<file path="src/rtl/reg_bus_master.sv">
// Register-bus initiator: turns a byte-stream command channel into register read/write bursts
// on the shared reg_* bus and returns read bytes on a response stream.
module reg_bus_master #(
  parameter int pBYTECNT_SIZE = 7
) (
  input  logic                     cwusb_clk,
  input  logic                     reset_i,
  input  logic [7:0]               I_cmd_data,
  input  logic                     I_cmd_valid,
  output logic                     O_cmd_ready,
  output logic [7:0]               O_rsp_data,
  output logic                     O_rsp_valid,
  input  logic                     I_rsp_ready,
  output logic [7:0]               reg_address,
  output logic [pBYTECNT_SIZE-1:0] reg_bytecnt,
  output logic [7:0]               write_data,
  input  logic [7:0]               read_data,
  output logic                     reg_read,
  output logic                     reg_write,
  output logic                     reg_addrvalid,
  output logic                     O_busy,
  output logic                     O_bad_opcode
);

  typedef enum logic [2:0] {
    S_OPCODE,
    S_ADDR,
    S_LEN,
    S_WR,
    S_RD_STROBE,
    S_RD_CAP,
    S_RD_OUT,
    S_END
  } state_t;

  localparam logic [7:0]               OP_WRITE = 8'h00;
  localparam logic [7:0]               OP_READ  = 8'h01;
  localparam logic [pBYTECNT_SIZE-1:0] IDX_ONE  = pBYTECNT_SIZE'(1);

  state_t                   state;
  logic                     is_read;
  logic [pBYTECNT_SIZE-1:0] idx;
  logic [pBYTECNT_SIZE-1:0] last_idx;
  logic                     cmd_hs;

  assign cmd_hs = I_cmd_valid & O_cmd_ready;
  assign O_busy = (state != S_OPCODE);

  always_ff @(posedge cwusb_clk) begin
    if (reset_i) begin
      state         <= S_OPCODE;
      is_read       <= 1'b0;
      idx           <= '0;
      last_idx      <= '0;
      O_cmd_ready   <= 1'b0;
      O_rsp_data    <= '0;
      O_rsp_valid   <= 1'b0;
      reg_address   <= '0;
      reg_bytecnt   <= '0;
      write_data    <= '0;
      reg_read      <= 1'b0;
      reg_write     <= 1'b0;
      reg_addrvalid <= 1'b0;
      O_bad_opcode  <= 1'b0;
    end else begin
      reg_read     <= 1'b0;
      reg_write    <= 1'b0;
      O_bad_opcode <= 1'b0;
      case (state)
        S_OPCODE: begin
          O_cmd_ready <= 1'b1;
          if (cmd_hs) begin
            if (I_cmd_data == OP_WRITE || I_cmd_data == OP_READ) begin
              is_read <= (I_cmd_data == OP_READ);
              state   <= S_ADDR;
            end else begin
              O_bad_opcode <= 1'b1;
            end
          end
        end
        S_ADDR: begin
          if (cmd_hs) begin
            reg_address <= I_cmd_data;
            state       <= S_LEN;
          end
        end
        S_LEN: begin
          if (cmd_hs) begin
            last_idx      <= I_cmd_data[pBYTECNT_SIZE-1:0];
            idx           <= '0;
            reg_addrvalid <= 1'b1;
            // The first read strobe is issued together with the rise of reg_addrvalid.
            if (is_read) begin
              O_cmd_ready <= 1'b0;
              reg_read    <= 1'b1;
              reg_bytecnt <= '0;
              state       <= S_RD_STROBE;
            end else begin
              state <= S_WR;
            end
          end
        end
        S_WR: begin
          if (cmd_hs) begin
            reg_write   <= 1'b1;
            write_data  <= I_cmd_data;
            reg_bytecnt <= idx;
            idx         <= idx + IDX_ONE;
            if (idx == last_idx) begin
              O_cmd_ready <= 1'b0;
              state       <= S_END;
            end
          end
        end
        S_RD_STROBE: begin
          state <= S_RD_CAP;
        end
        S_RD_CAP: begin
          O_rsp_data  <= read_data;
          O_rsp_valid <= 1'b1;
          state       <= S_RD_OUT;
        end
        S_RD_OUT: begin
          if (I_rsp_ready) begin
            O_rsp_valid <= 1'b0;
            if (idx != last_idx) begin
              idx         <= idx + IDX_ONE;
              reg_bytecnt <= idx + IDX_ONE;
              reg_read    <= 1'b1;
              state       <= S_RD_STROBE;
            end else begin
              reg_addrvalid <= 1'b0;
              state         <= S_END;
            end
          end
        end
        S_END: begin
          reg_addrvalid <= 1'b0;
          O_cmd_ready   <= 1'b1;
          state         <= S_OPCODE;
        end
        default: begin
          state <= S_OPCODE;
        end
      endcase
    end
  end

endmodule

</file>
<file path="config.mk">
export PLATFORM = sky130hd
export DESIGN_NAME = reg_bus_master
export DESIGN_NICKNAME = d
export VERILOG_FILES = /design/src/rtl/reg_bus_master.sv
export SDC_FILE = /design/constraint.sdc
export NUM_CORES = 1
export LEC_CHECK = 0
export CORE_MARGIN = 4
export CORE_UTILIZATION = 50
export CTS_BUF_LIST = sky130_fd_sc_hd__clkbuf_4 sky130_fd_sc_hd__clkbuf_8
export CTS_CLUSTER_SIZE = 40
export DETAILED_ROUTE_END_ITERATION = 10
export PLACE_DENSITY = 0.77
export SYNTH_ARGS = -nofsm -noshare
export SYNTH_HDL_FRONTEND = slang
export SYNTH_SLANG_ARGS = --single-unit
</file>
<file path="constraint.sdc">
create_clock -name cwusb_clk -period 1.9 [get_ports cwusb_clk]
set_clock_uncertainty 0.05 [all_clocks]
set_input_delay 0.38 -clock cwusb_clk [delete_from_list [all_inputs] [get_ports cwusb_clk]]
set_output_delay 0.38 -clock cwusb_clk [all_outputs]
set_load 0.01 [all_outputs]
</file>
==> results.txt <==
- Std cell rows: 25
- Xor/xnor cell area share of the yosys netlist: 0.0403
- The setup check on the worst reg-to-reg path leaves a slack of 0.14 ns.
- The final number of max-transition violations came to 0.
- Post-synthesis mux area share: 0.124
- At the end of routability-driven placement, the weighted congestion stood at 0.880.
- The HPWL after detailed placement is 4850 um.
- Remaining antenna violation count after routing: 0
* Worst setup endpoint: state[0]
- Dividing the detail-routed via count by the number of cells gives 5.49.
- Leaving out fill and tap cells, the most frequent cells in the layout are clkdlybuf4s50_1, dfxtp_1, nor2_1, mux2i_1, buf_4.
* Share of synthesized area occupied by flip-flops and latches: 0.427
* Via total after detailed routing: 2355
* Drt first pass iters: 6
* Run status: complete, no violations
- CTS tree: built
- The initial antenna violation count was 0.
* Iteration-0 DRC count of the detailed router: 166
* Measured slew at the worst slew-check pin: 0.404 ns
- Synthesized netlist cell count: 284
- TritonCTS Sinks: 55
- Die footprint: 0.00637 mm^2
* Area of the core: 0.00485 mm^2
- Final Setup Violations: 0
- STA puts the critical path data arrival time at 1.99 ns.
- Summed over all layers, the global routing overflow is 0.
- Dominant combinational cell family by area after synthesis: simple AND/OR/NAND/NOR gates
- The worst register-to-register path ends at idx[6].
* # DRC: 0
* Number of global-route vias before repair: 2259
- The count of endpoints failing hold in the final timing report came to 0.
- Hold buffer count at cts: 0
- The worst path needs 1.79 ns of the cycle, external delays included.
- After detailed routing, the average wire length per cell comes to 15.2 um.
- The first global-routing pass estimated 10700 um of wire.
- The number of clock buffers added by TritonCTS is 5.
* Chip Height: 79.8 um
- For the worst flop-to-flop path, the logic depth is 6.
- Of the total synthesized cell area, the portion taken by AND, OR, NAND and NOR gates is 0.216.
* Adder-cell area share of the yosys netlist: 0.00485
* Flop and latch count out of synthesis: 55
- The tightest min-delay check is of the input port to flop type.
- Global router's overall resource usage: 0.213
- The complex-gate fraction of the synthesized area came to 0.143.
- Critical path endpoint category: flop
* Relative slew slack: 0.731
- Total nets after synthesis: 305
* Cell area after technology mapping: 0.00258 mm^2
- From left edge to right edge, the die measures 79.8 um.
- In this run the static leakage power is 1.46 nW.
* Crit path largest cell delay: 0.44 ns
- Post-synth EDFFs: 0
* Insertion delay to the later sink of the worst-skew pair: 0.31 ns
- Seq. cell area: 0.00111 mm^2
- Power Dens Cells: 543 mW/mm^2
- RSZ-0062 raised after global routing: no
- Number of different library cells in the post-synthesis netlist: 53
* Start of the worst register-to-register path: idx[5]
* Number of antenna repair diodes: 0
- CTS placed an instance of clkbuf_8 at the clock tree root.
- Of all nets on the critical path, the largest fanout is 3.
* Required time of the critical path: 2.09 ns
* Mean post-synth cell area: 9.08 um^2
- During I/O placement, the number of pins put on the boundary was 58.
- Final critical-path share of the clock period: 0.944
- Leaving out fill and tap cells, the most frequent cell in the layout is clkdlybuf4s50_1.
* Total of fill cells in the finished design: 367
- Post-CTS setup buffers: 0
- Summed negative setup slack over all endpoints: 0 ns
* Port bufs: 57
* Layout cells sized above 1: 0.174
* Share of flip-flops with an asynchronous set or reset: 0
- Final Instance Area: 0.00353 mm^2
- Standard cell with the maximum stage delay on the critical path: or4_4
* Cell chain of the critical path: clkdlybuf4s50_1 -> or4_4 -> nor4_4 -> o21ai_1 -> a31o_1 -> a21oi_2
- Maximum number of pins on one net before global-route repair: 23
- Total Nets Final: 382
* Ys flop type: dfxtp_1
- STA classifies the critical path startpoint as an input port.
- The area growth from synthesis to layout is 37.0%.
* Routed wire length: 6540 um
* Total cell area at the placement stage: 0.00340 mm^2
- Initial cell density of the core: 0.532
- Upper clock frequency limit: 557 MHz
- The multi-input combinational cells in the finished layout cover a total of 0.00139 mm^2.
* Worst Path Class, Setup: input port to flop
* Max-cap viol count: 0
- In this run the number of H-tree levels came out at 2.
- The worst-case IR drop observed on VDD is 0.000440 V.
* Count of synthesis-stage warnings from yosys: 0
- In this run the worst setup path begins at I_cmd_data[6].
* CTS max path bufs: 2
- After clock tree synthesis, the clock-pin slew on the worst setup and hold paths is 0.10 ns.
[Yosys cell counts, types with 2 or more instances]
cell	instances	area [um^2]
dfxtp_1	55	1100
nor2_1	38	143
mux2i_1	32	320
o21ai_0	18	90.1
nand3_1	16	80.1
nand2_1	14	52.6
a21oi_1	11	55.1
xor2_1	9	78.8
buf_2	8	40.0
nor3_1	7	35.0
clkbuf_1	6	22.5
a32o_1	5	50.1
inv_1	4	15.0
nand4_1	4	25.0
o211ai_1	4	30.0
and3_1	3	18.8
buf_1	3	11.3
buf_4	3	22.5
or2_2	3	18.8
or4_1	3	22.5
a311oi_1	2	17.5
nand2b_1	2	12.5
nor2b_1	2	12.5
nor3_4	2	32.5
nor4_1	2	12.5
[worst max-delay path, delay by kind of cell]
family          cells  cell delay (ns)
buf+inv             1             0.42
simple gates        2             0.72
compound gates      3             0.46
[what timing repair did]
action                                 4_1_cts  5_1_grt
pin swaps                                    0        3
setup endpoints to repair                    2        4
endpoints found under the hold margin        0        0
gates cloned                                 0        0
resized for setup                            5        8
[registers in the layout, summed over array words and instances, names as in the netlist, 3 cells and up]
register and flops:
reg_address 8, O_rsp_data 8, idx 7, state 3, last_idx 7, write_data 8
reg_bytecnt 7
[kinds of logic (layout without fill, tap and decap cells)]
family                     Yosys count  after routing
and+or+nand+nor                    106            106
muxes                               32             32
buffers and inverters               25            103
xor gates and xnor gates            11             11
AOI/OAI and AO/OA                   54             54
adders and majority gates            1              1
DFF                                 55             55
[worst min-delay path by stage]
stage / startpoint / endpoint / slack [ns] / cells after the start
floorplan: last_idx[0] / last_idx[0] / 0.43 / 2
global placement: reg_bytecnt[4] / reg_bytecnt[4] / 0.41 / 2
detailed placement: reg_bytecnt[3] / reg_bytecnt[3] / 0.42 / 2
global route: reset_i / last_idx[5] / 0.43 / 2
finish: I_cmd_data[1] / write_data[1] / 0.41 / 4
CTS: reset_i / last_idx[3] / 0.42 / 2
[through the flow]
| step | utilization | hold slack (ns) | cells | worst slack (ns) | total power (W) |
|---|---|---|---|---|---|
| floorplan | - | 0.431 | 284 | 0.203 | 0.00122 |
| global route | 0.729 | 0.430 | 429 | 0.0260 | 0.00199 |
| detailed placement | 0.702 | 0.418 | 421 | -0.322 | 0.00130 |
| finish | 0.729 | 0.408 | 429 | 0.106 | 0.00192 |
| CTS | 0.724 | 0.419 | 429 | 0.000344 | 0.00194 |
| global placement | 0.702 | 0.411 | 421 | -0.249 | 0.00130 |
[area by class of cell]
| class | count | area share |
|---|---|---|
| Multi-Input combinational cell | 204 | 0.392 |
| Sequential cell | 55 | 0.314 |
| Inverter | 5 | 0.00531 |
| Timing Repair Buffer | 90 | 0.240 |
| Tap cell | 67 | 0.0237 |
| Clock buffer | 5 | 0.0195 |
| Clock inverter | 3 | 0.00531 |
[routing by layer]
metal  up-vias  routed length [um]  track usage
met4         0                 121       0.0828
met1      1073                2930        0.273
met3        17                 425       0.0497
li1       1168                   -            -
met5         -                   0            0
met2        97                3060        0.348
[power by group]
| part | internal, W | total [W] | switching, W |
|---|---|---|---|
| clock network | 0.000261 | 0.000647 | 0.000387 |
| registers | 0.00115 | 0.00115 | 0.00000213 |
| logic | 0.0000619 | 0.000117 | 0.0000551 |
No activity file was read; power rests on OpenSTA's default activity.
